==> config.mk <==
export PLATFORM = sky130hd
export DESIGN_NAME = vertex_fetch
export DESIGN_NICKNAME = d
export VERILOG_FILES = /design/src/rtl/vertex_fetch.sv
export SDC_FILE = /design/constraint.sdc
export NUM_CORES = 1
export LEC_CHECK = 0
export ABC_CLOCK_PERIOD_IN_PS = 11090
export CAP_MARGIN = 15
export CORE_ASPECT_RATIO = 0.8
export CORE_MARGIN = 3
export CORE_UTILIZATION = 50
export CTS_CLUSTER_DIAMETER = 50
export DETAILED_ROUTE_END_ITERATION = 16
export MAX_ROUTING_LAYER = met4
export PLACE_DENSITY = 0.83
export REMOVE_ABC_BUFFERS = 1
export SLEW_MARGIN = 10
export SYNTH_ARGS = -nofsm -noshare
export SYNTH_HDL_FRONTEND = slang
export SYNTH_SLANG_ARGS = --single-unit
==> constraint.sdc <==
create_clock -name clk_in -period 11.09 [get_ports clk_in]
set_clock_uncertainty 0.2 [all_clocks]
set_input_delay 2.218 -clock clk_in [delete_from_list [all_inputs] [get_ports clk_in]]
set_output_delay 2.218 -clock clk_in [all_outputs]
set_load 0.02 [all_outputs]
==> src/rtl/vertex_fetch.sv <==
// Vertex fetch: streams one object's 128-bit vertex words from BRAM into the
// transform stage, using credit-limited reads so backpressure never drops data.
module vertex_fetch #(
  parameter int ADDR_WIDTH   = 10,
  parameter int BRAM_LATENCY = 2,
  parameter int FIFO_DEPTH   = 4
) (
  input  logic                  clk_in,
  input  logic                  rst_in,
  input  logic                  start_in,
  input  logic [ADDR_WIDTH-1:0] base_addr_in,
  input  logic [ADDR_WIDTH:0]   vertex_count_in,
  output logic [ADDR_WIDTH-1:0] mem_addr_out,
  output logic                  mem_en_out,
  input  logic [127:0]          mem_data_in,
  output logic [31:0]           pos_out [3:0],
  output logic                  valid_out,
  output logic                  obj_done_out,
  input  logic                  ready_in,
  output logic                  busy_out,
  output logic                  done_out
);

  // The head register is one FIFO entry; the array holds the rest.
  localparam int MEM_DEPTH = FIFO_DEPTH - 1;
  localparam int PTR_W     = (MEM_DEPTH > 1) ? $clog2(MEM_DEPTH) : 1;
  localparam int CNT_W     = $clog2(FIFO_DEPTH + 2);
  localparam int VC_W      = ADDR_WIDTH + 1;

  typedef enum logic [1:0] {
    IDLE  = 2'd0,
    FETCH = 2'd1,
    DRAIN = 2'd2
  } state_t;

  state_t state_reg, state_next;

  logic [ADDR_WIDTH-1:0] base_reg;
  logic [VC_W-1:0]       count_reg;
  logic [VC_W-1:0]       issued_reg;
  logic [VC_W-1:0]       retired_reg;
  logic [CNT_W-1:0]      inflight_reg;
  logic                  busy_reg;
  logic                  done_reg;

  logic                  mem_en_reg;
  logic [ADDR_WIDTH-1:0] mem_addr_reg;
  logic                  mem_last_reg;

  logic [BRAM_LATENCY-1:0] dly_valid_reg, dly_valid_next;
  logic [BRAM_LATENCY-1:0] dly_last_reg, dly_last_next;

  logic                  head_valid_reg;
  logic                  head_last_reg;
  logic [127:0]          head_data_reg;

  logic [128:0]          fifo_mem [MEM_DEPTH];
  logic [PTR_W-1:0]      wr_ptr_reg;
  logic [PTR_W-1:0]      rd_ptr_reg;
  logic [CNT_W-1:0]      mem_count_reg;

  logic                  pop;
  logic                  cap;
  logic                  cap_last;
  logic                  head_free;
  logic                  mem_rd;
  logic                  mem_wr;
  logic [CNT_W-1:0]      occupancy;
  logic                  credit_ok;
  logic                  last_xfer;

  logic                  issue;
  logic [ADDR_WIDTH-1:0] issue_addr;
  logic                  issue_last;
  logic                  accept;
  logic                  zero_start;

  // Transfer, capture and FIFO movement for this cycle
  assign pop       = head_valid_reg && ready_in;
  assign cap       = dly_valid_reg[BRAM_LATENCY-1];
  assign cap_last  = dly_last_reg[BRAM_LATENCY-1];
  assign head_free = !head_valid_reg || pop;
  assign mem_rd    = head_free && (mem_count_reg != '0);
  assign mem_wr    = cap && !(head_free && (mem_count_reg == '0));
  assign occupancy = CNT_W'(head_valid_reg) + mem_count_reg;
  // A pop this cycle frees its slot in time for a read issued now.
  assign credit_ok = (occupancy + inflight_reg - CNT_W'(pop)) < CNT_W'(FIFO_DEPTH);
  assign last_xfer = pop && (retired_reg == count_reg - VC_W'(1));

  always_comb begin
    state_next = state_reg;
    issue      = 1'b0;
    issue_addr = base_reg + issued_reg[ADDR_WIDTH-1:0];
    issue_last = (issued_reg == count_reg - VC_W'(1));
    accept     = 1'b0;
    zero_start = 1'b0;
    case (state_reg)
      IDLE: begin
        if (start_in) begin
          if (vertex_count_in == '0) begin
            zero_start = 1'b1;
          end else begin
            accept     = 1'b1;
            state_next = FETCH;
            issue      = credit_ok;
            issue_addr = base_addr_in;
            issue_last = (vertex_count_in == VC_W'(1));
          end
        end
      end
      FETCH: begin
        if (issued_reg != count_reg) begin
          issue = credit_ok;
        end else begin
          state_next = DRAIN;
        end
        if (last_xfer) begin
          state_next = IDLE;
        end
      end
      DRAIN: begin
        if (last_xfer) begin
          state_next = IDLE;
        end
      end
      default: state_next = IDLE;
    endcase
  end

  always_ff @(posedge clk_in or posedge rst_in) begin
    if (rst_in) begin
      state_reg    <= IDLE;
      base_reg     <= '0;
      count_reg    <= '0;
      issued_reg   <= '0;
      retired_reg  <= '0;
      inflight_reg <= '0;
      busy_reg     <= 1'b0;
      done_reg     <= 1'b0;
      mem_en_reg   <= 1'b0;
      mem_addr_reg <= '0;
      mem_last_reg <= 1'b0;
    end else begin
      state_reg    <= state_next;
      inflight_reg <= inflight_reg + CNT_W'(issue) - CNT_W'(cap);
      done_reg     <= zero_start || last_xfer;
      mem_en_reg   <= issue;
      if (issue) begin
        mem_addr_reg <= issue_addr;
        mem_last_reg <= issue_last;
      end
      if (accept) begin
        base_reg    <= base_addr_in;
        count_reg   <= vertex_count_in;
        issued_reg  <= VC_W'(issue);
        retired_reg <= '0;
        busy_reg    <= 1'b1;
      end else begin
        if (issue) begin
          issued_reg <= issued_reg + VC_W'(1);
        end
        if (pop) begin
          retired_reg <= retired_reg + VC_W'(1);
        end
        if (last_xfer) begin
          busy_reg <= 1'b0;
        end
      end
    end
  end

  // Read-return delay line: bit i marks a read issued i+1 cycles before mem_en
  genvar gi;
  generate
    for (gi = 0; gi < BRAM_LATENCY; gi++) begin : g_dly
      if (gi == 0) begin : g_first
        assign dly_valid_next[gi] = mem_en_reg;
        assign dly_last_next[gi]  = mem_last_reg;
      end else begin : g_rest
        assign dly_valid_next[gi] = dly_valid_reg[gi-1];
        assign dly_last_next[gi]  = dly_last_reg[gi-1];
      end
    end
  endgenerate

  always_ff @(posedge clk_in or posedge rst_in) begin
    if (rst_in) begin
      dly_valid_reg <= '0;
      dly_last_reg  <= '0;
    end else begin
      dly_valid_reg <= dly_valid_next;
      dly_last_reg  <= dly_last_next;
    end
  end

  // Buffer array: no reset so it maps onto distributed/block RAM.
  always_ff @(posedge clk_in) begin
    if (mem_wr) begin
      fifo_mem[wr_ptr_reg] <= {cap_last, mem_data_in};
    end
  end

  always_ff @(posedge clk_in or posedge rst_in) begin
    if (rst_in) begin
      wr_ptr_reg     <= '0;
      rd_ptr_reg     <= '0;
      mem_count_reg  <= '0;
      head_valid_reg <= 1'b0;
      head_last_reg  <= 1'b0;
      head_data_reg  <= '0;
    end else begin
      if (mem_wr) begin
        wr_ptr_reg <= (wr_ptr_reg == PTR_W'(MEM_DEPTH - 1)) ? '0 : wr_ptr_reg + PTR_W'(1);
      end
      if (mem_rd) begin
        rd_ptr_reg <= (rd_ptr_reg == PTR_W'(MEM_DEPTH - 1)) ? '0 : rd_ptr_reg + PTR_W'(1);
      end
      mem_count_reg <= mem_count_reg + CNT_W'(mem_wr) - CNT_W'(mem_rd);
      if (head_free) begin
        if (mem_rd) begin
          {head_last_reg, head_data_reg} <= fifo_mem[rd_ptr_reg];
          head_valid_reg <= 1'b1;
        end else if (cap) begin
          head_last_reg  <= cap_last;
          head_data_reg  <= mem_data_in;
          head_valid_reg <= 1'b1;
        end else begin
          head_valid_reg <= 1'b0;
          head_last_reg  <= 1'b0;
        end
      end
    end
  end

`ifndef SYNTHESIS
  fifo_no_overflow: assert property (@(posedge clk_in) disable iff (rst_in)
    !(mem_wr && !mem_rd && (mem_count_reg == CNT_W'(MEM_DEPTH))));
`endif

  generate
    for (gi = 0; gi < 4; gi++) begin : g_pos
      assign pos_out[gi] = head_data_reg[32*gi +: 32];
    end
  endgenerate

  assign mem_addr_out = mem_addr_reg;
  assign mem_en_out   = mem_en_reg;
  assign valid_out    = head_valid_reg;
  assign obj_done_out = head_last_reg;
  assign busy_out     = busy_reg;
  assign done_out     = done_reg;

endmodule

==> metrics.json <==
{
  "outcome": {"value": "complete, no violations"},
  "initial_core_util": {"value": 0.512},
  "synth-edff-count": {"value": 387},
  "remaining_drc_errors": {"value": 0},
  "power_per_cell_area": {"value": 294, "unit": "mW/mm^2"},
  "min_path_type": {"value": "reg2reg"},
  "overflow": {"value": 0},
  "netlist_instances": {"value": 2019},
  "static-leakage-power": {"value": 11.2, "unit": "nW"},
  "fin_cells": {"value": 2940},
  "route.detailed.wl_per_inst": {"value": 19.2, "unit": "um"},
  "design.portCount": {"value": 296},
  "layout.core_utilization": {"value": 0.626},
  "share_of_layout_cells_above_drive_strength_1": {"value": 0.0539},
  "dieHeight": {"value": 204, "unit": "um"},
  "drt_iter0_drc": {"value": 1486},
  "worst_setup_path_end_kind": {"value": "flop"},
  "row_count": {"value": 71},
  "placedInstanceArea": {"value": 0.0278, "unit": "sq mm"},
  "worstSetupPathType": {"value": "in2reg"},
  "post-synth-top-count-cell": {"value": "nor2_1"},
  "portBuffers": {"value": 295},
  "report.final.setup_viol": {"value": 0},
  "yosys.area.top_type_share": {"value": 0.476},
  "tritoncts.num_buffers": {"value": 57},
  "globalplace.congestion": {"value": 0.897},
  "preCtsSetupSlack": {"value": 4950, "unit": "ps"},
  "floorplan.core_area": {"value": 0.0476, "unit": "sq mm"},
  "grt_pass1_wl": {"value": 88900, "unit": "um"},
  "max_flop_register": {"value": "fifo_mem"},
  "clk_root_buffer_cell": {"value": "clkbuf_16"},
  "syn_area_per_cell": {"value": 12.1, "unit": "sq um"},
  "worst_ep_arrival_time": {"value": 5910, "unit": "ps"},
  "timing_max_transition_violations_final": {"value": 0},
  "antenna_found_initial": {"value": 3},
  "vias_per_cell": {"value": 5.62},
  "multiInputGateArea": {"value": 0.00714, "unit": "sq mm"},
  "ys_types": {"value": 54},
  "largest_register_ff_count": {"value": 387},
  "cts_max_path_buffers": {"value": 3},
  "whs": {"value": 174, "unit": "ps"},
  "finish.net_count": {"value": 2444},
  "antenna_left": {"value": 0},
  "post_synth_main_area_contributors": {"value": "edfxtp_1 (48%), dfrtp_1 (21%), a21oi_1 (8.2%)"},
  "dominantRegCellSynth": {"value": "edfxtp_1"},
  "slowest_stage": {"value": "o21bai_1"},
  "detailedPlacementHpwl": {"value": 34600, "unit": "um"},
  "critical_path_peak_fanout": {"value": 9},
  "yosys_register_bits": {"value": 590},
  "postCtsResizedCells": {"value": 0},
  "worst-endpoint-required": {"value": 11380, "unit": "ps"},
  "period_share": {"value": 0.506},
  "cp.buffers_inverters": {"value": 4},
  "num-fill-cells": {"value": 3460},
  "area_growth_syn_to_layout": {"value": 22.1, "unit": "%"},
  "place_inst": {"value": 2829},
  "final-seq-area": {"value": 0.0167, "unit": "sq mm"},
  "insertion_delay_to_the_later_sink_of_the_worst_skew_pair": {"value": 620, "unit": "ps"},
  "post_cts.repair.setup_buffers": {"value": 0},
  "max_transition_margin": {"value": 0.296},
  "yosysTopAreaCell": {"value": "edfxtp_1"},
  "largest_net_degree_at_the_start_of_global_routing": {"value": 177},
  "final.setup.worst_slack": {"value": 5480, "unit": "ps"},
  "synthArstFlopShare": {"value": 0.344},
  "worst_slew_pin_slew": {"value": 1060, "unit": "ps"},
  "max_cap_viol": {"value": 0},
  "irDropWorstVdd": {"value": 0.190, "unit": "mV"},
  "worst_path_largest_cell_delay": {"value": 590, "unit": "ps"},
  "groute.usage.overall": {"value": 0.225},
  "worst_path_dominant_cell_family": {"value": "adder cells"},
  "pnr_total_power": {"value": 8.75, "unit": "mW"},
  "fin_crit": {"value": 5610, "unit": "ps"},
  "clock_sink_count": {"value": 590},
  "max_freq": {"value": 178, "unit": "MHz"},
  "via_count_of_the_first_global_routing_pass": {"value": 16600},
  "totalNegativeSetupSlack": {"value": 0, "unit": "ps"},
  "synth_seq_area_share": {"value": 0.685},
  "critical_path.cell_chain": {"value": "clkdlybuf4s50_1 -> and2_1 -> ha_1 -> inv_1 -> ha_1 -> a21oi_1 -> a21oi_1 -> o21bai_1 -> a21o_1 -> ha_1 -> inv_1 -> ha_1 -> inv_1 -> fa_1 -> xnor2_1 -> xnor2_1"},
  "hold_viol_final": {"value": 0},
  "cts-htree-levels": {"value": 2},
  "syn_area": {"value": 0.0244, "unit": "sq mm"},
  "hold_buffers": {"value": 0},
  "wl": {"value": 56500, "unit": "um"},
  "die_width": {"value": 253, "unit": "um"},
  "clk_transition_reported_paths": {"value": 70, "unit": "ps"},
  "tritoncts": {"value": "yes"},
  "ys_warn_count": {"value": 0},
  "synth_top_cells_by_count": {"value": "nor2_1 (431), a21oi_1 (399), edfxtp_1 (387)"},
  "critPathMostFrequentCell": {"value": "ha_1"},
  "drt_first_pass_iters": {"value": 5},
  "rsz0062_at_grt": {"value": "false"},
  "start_kind": {"value": "input port"},
  "route.vias.total": {"value": 16500},
  "final_design_area_no_fill": {"value": 0.0298, "unit": "sq mm"},
  "design.die.area": {"value": 0.0515, "unit": "sq mm"}
}
routing by layer:
metal  up-vias  share of wire  track usage
met4         0          0.024       0.0675
met3        89          0.075       0.0393
met1      8108           0.42        0.299
met5         -              0            -
li1       7679              -            -
met2       642           0.48        0.358
path summary, 6_finish.rpt:
| check | startpoint | to | slack (ps) | depth (start not counted) |
|---|---|---|---|---|
| worst min register to register | dly_valid_reg[0]$_DFF_PP0_ | dly_valid_reg[1]$_DFF_PP0_ | 170 | 0 |
| worst max-delay path | ready_in | inflight_reg[2]$_DFF_PP0_ | 5480 | 16 |
| max in group asynchronous | rst_in | pos_out[43]$_DFFE_PP0P_ | 7480 | 3 |
| min in group asynchronous | rst_in | pos_out[48]$_DFFE_PP0P_ | 1890 | 2 |
| worst min-delay path | dly_valid_reg[0]$_DFF_PP0_ | dly_valid_reg[1]$_DFF_PP0_ | 170 | 0 |
| worst max register to register | valid_out$_DFFE_PP0P_ | inflight_reg[2]$_DFF_PP0_ | 7110 | 15 |
cell usage in the layout, fill, tap and decap left out, types with 4 or more instances in the layout:
master,n
clkbuf_1,18
nor3_1,8
bufinv_16,6
mux2i_1,138
clkdlybuf4s50_1,295
nand2_1,82
a31oi_1,8
a21o_1,6
a21oi_1,399
clkinv_1,5
edfxtp_1,387
clkinv_2,7
xnor2_1,32
nand2b_1,4
and3_1,4
nor2b_1,4
clkbuf_8,6
nor4_1,7
inv_1,25
buf_4,18
o31ai_1,4
clkbuf_16,57
ha_1,20
o21ai_0,23
nand3_1,21
nand4_1,11
nor2_1,430
dfrtp_1,201
or3_1,8
o21a_1,6
xor2_1,19
power breakdown:
part	internal [mW]	switching [mW]	total [mW]
logic	1.33	1.91	3.24
clock network	1.14	0.836	1.98
registers	3.06	0.466	3.53
worst register-to-register path, cell delays in order, from the launching register on:
cell      delay, ps
dfrtp_1         450
and2_1          290
ha_1            310
inv_1            40
ha_1            260
nand3_1          80
and3_1          180
o21bai_1        570
a21o_1          310
ha_1            280
inv_1            60
ha_1            140
inv_1            50
fa_1            370
xnor2_1         150
xnor2_1         120
cell families (layout without fill, tap and decap cells):
family | Yosys count | in the layout | synth area share
compound gates | 468 | 468 | 0.102
fa+ha+maj | 23 | 23 | 0.0127
other cells | 0 | 3 | 0
flops | 590 | 590 | 0.685
mux | 138 | 138 | 0.0566
xor+xnor | 52 | 52 | 0.0192
simple gates | 597 | 597 | 0.101
buf+inv | 151 | 449 | 0.0241
layout make-up:
type / instances / area share
antenna: 3 / 0.000252
clock buffer: 81 / 0.0529
clock inverter: 27 / 0.0122
inverter: 27 / 0.00365
multi-input combinational: 1278 / 0.240
sequential: 590 / 0.561
tap: 620 / 0.0260
timing repair buffer: 314 / 0.104
(Power assumes the default switching activity.)
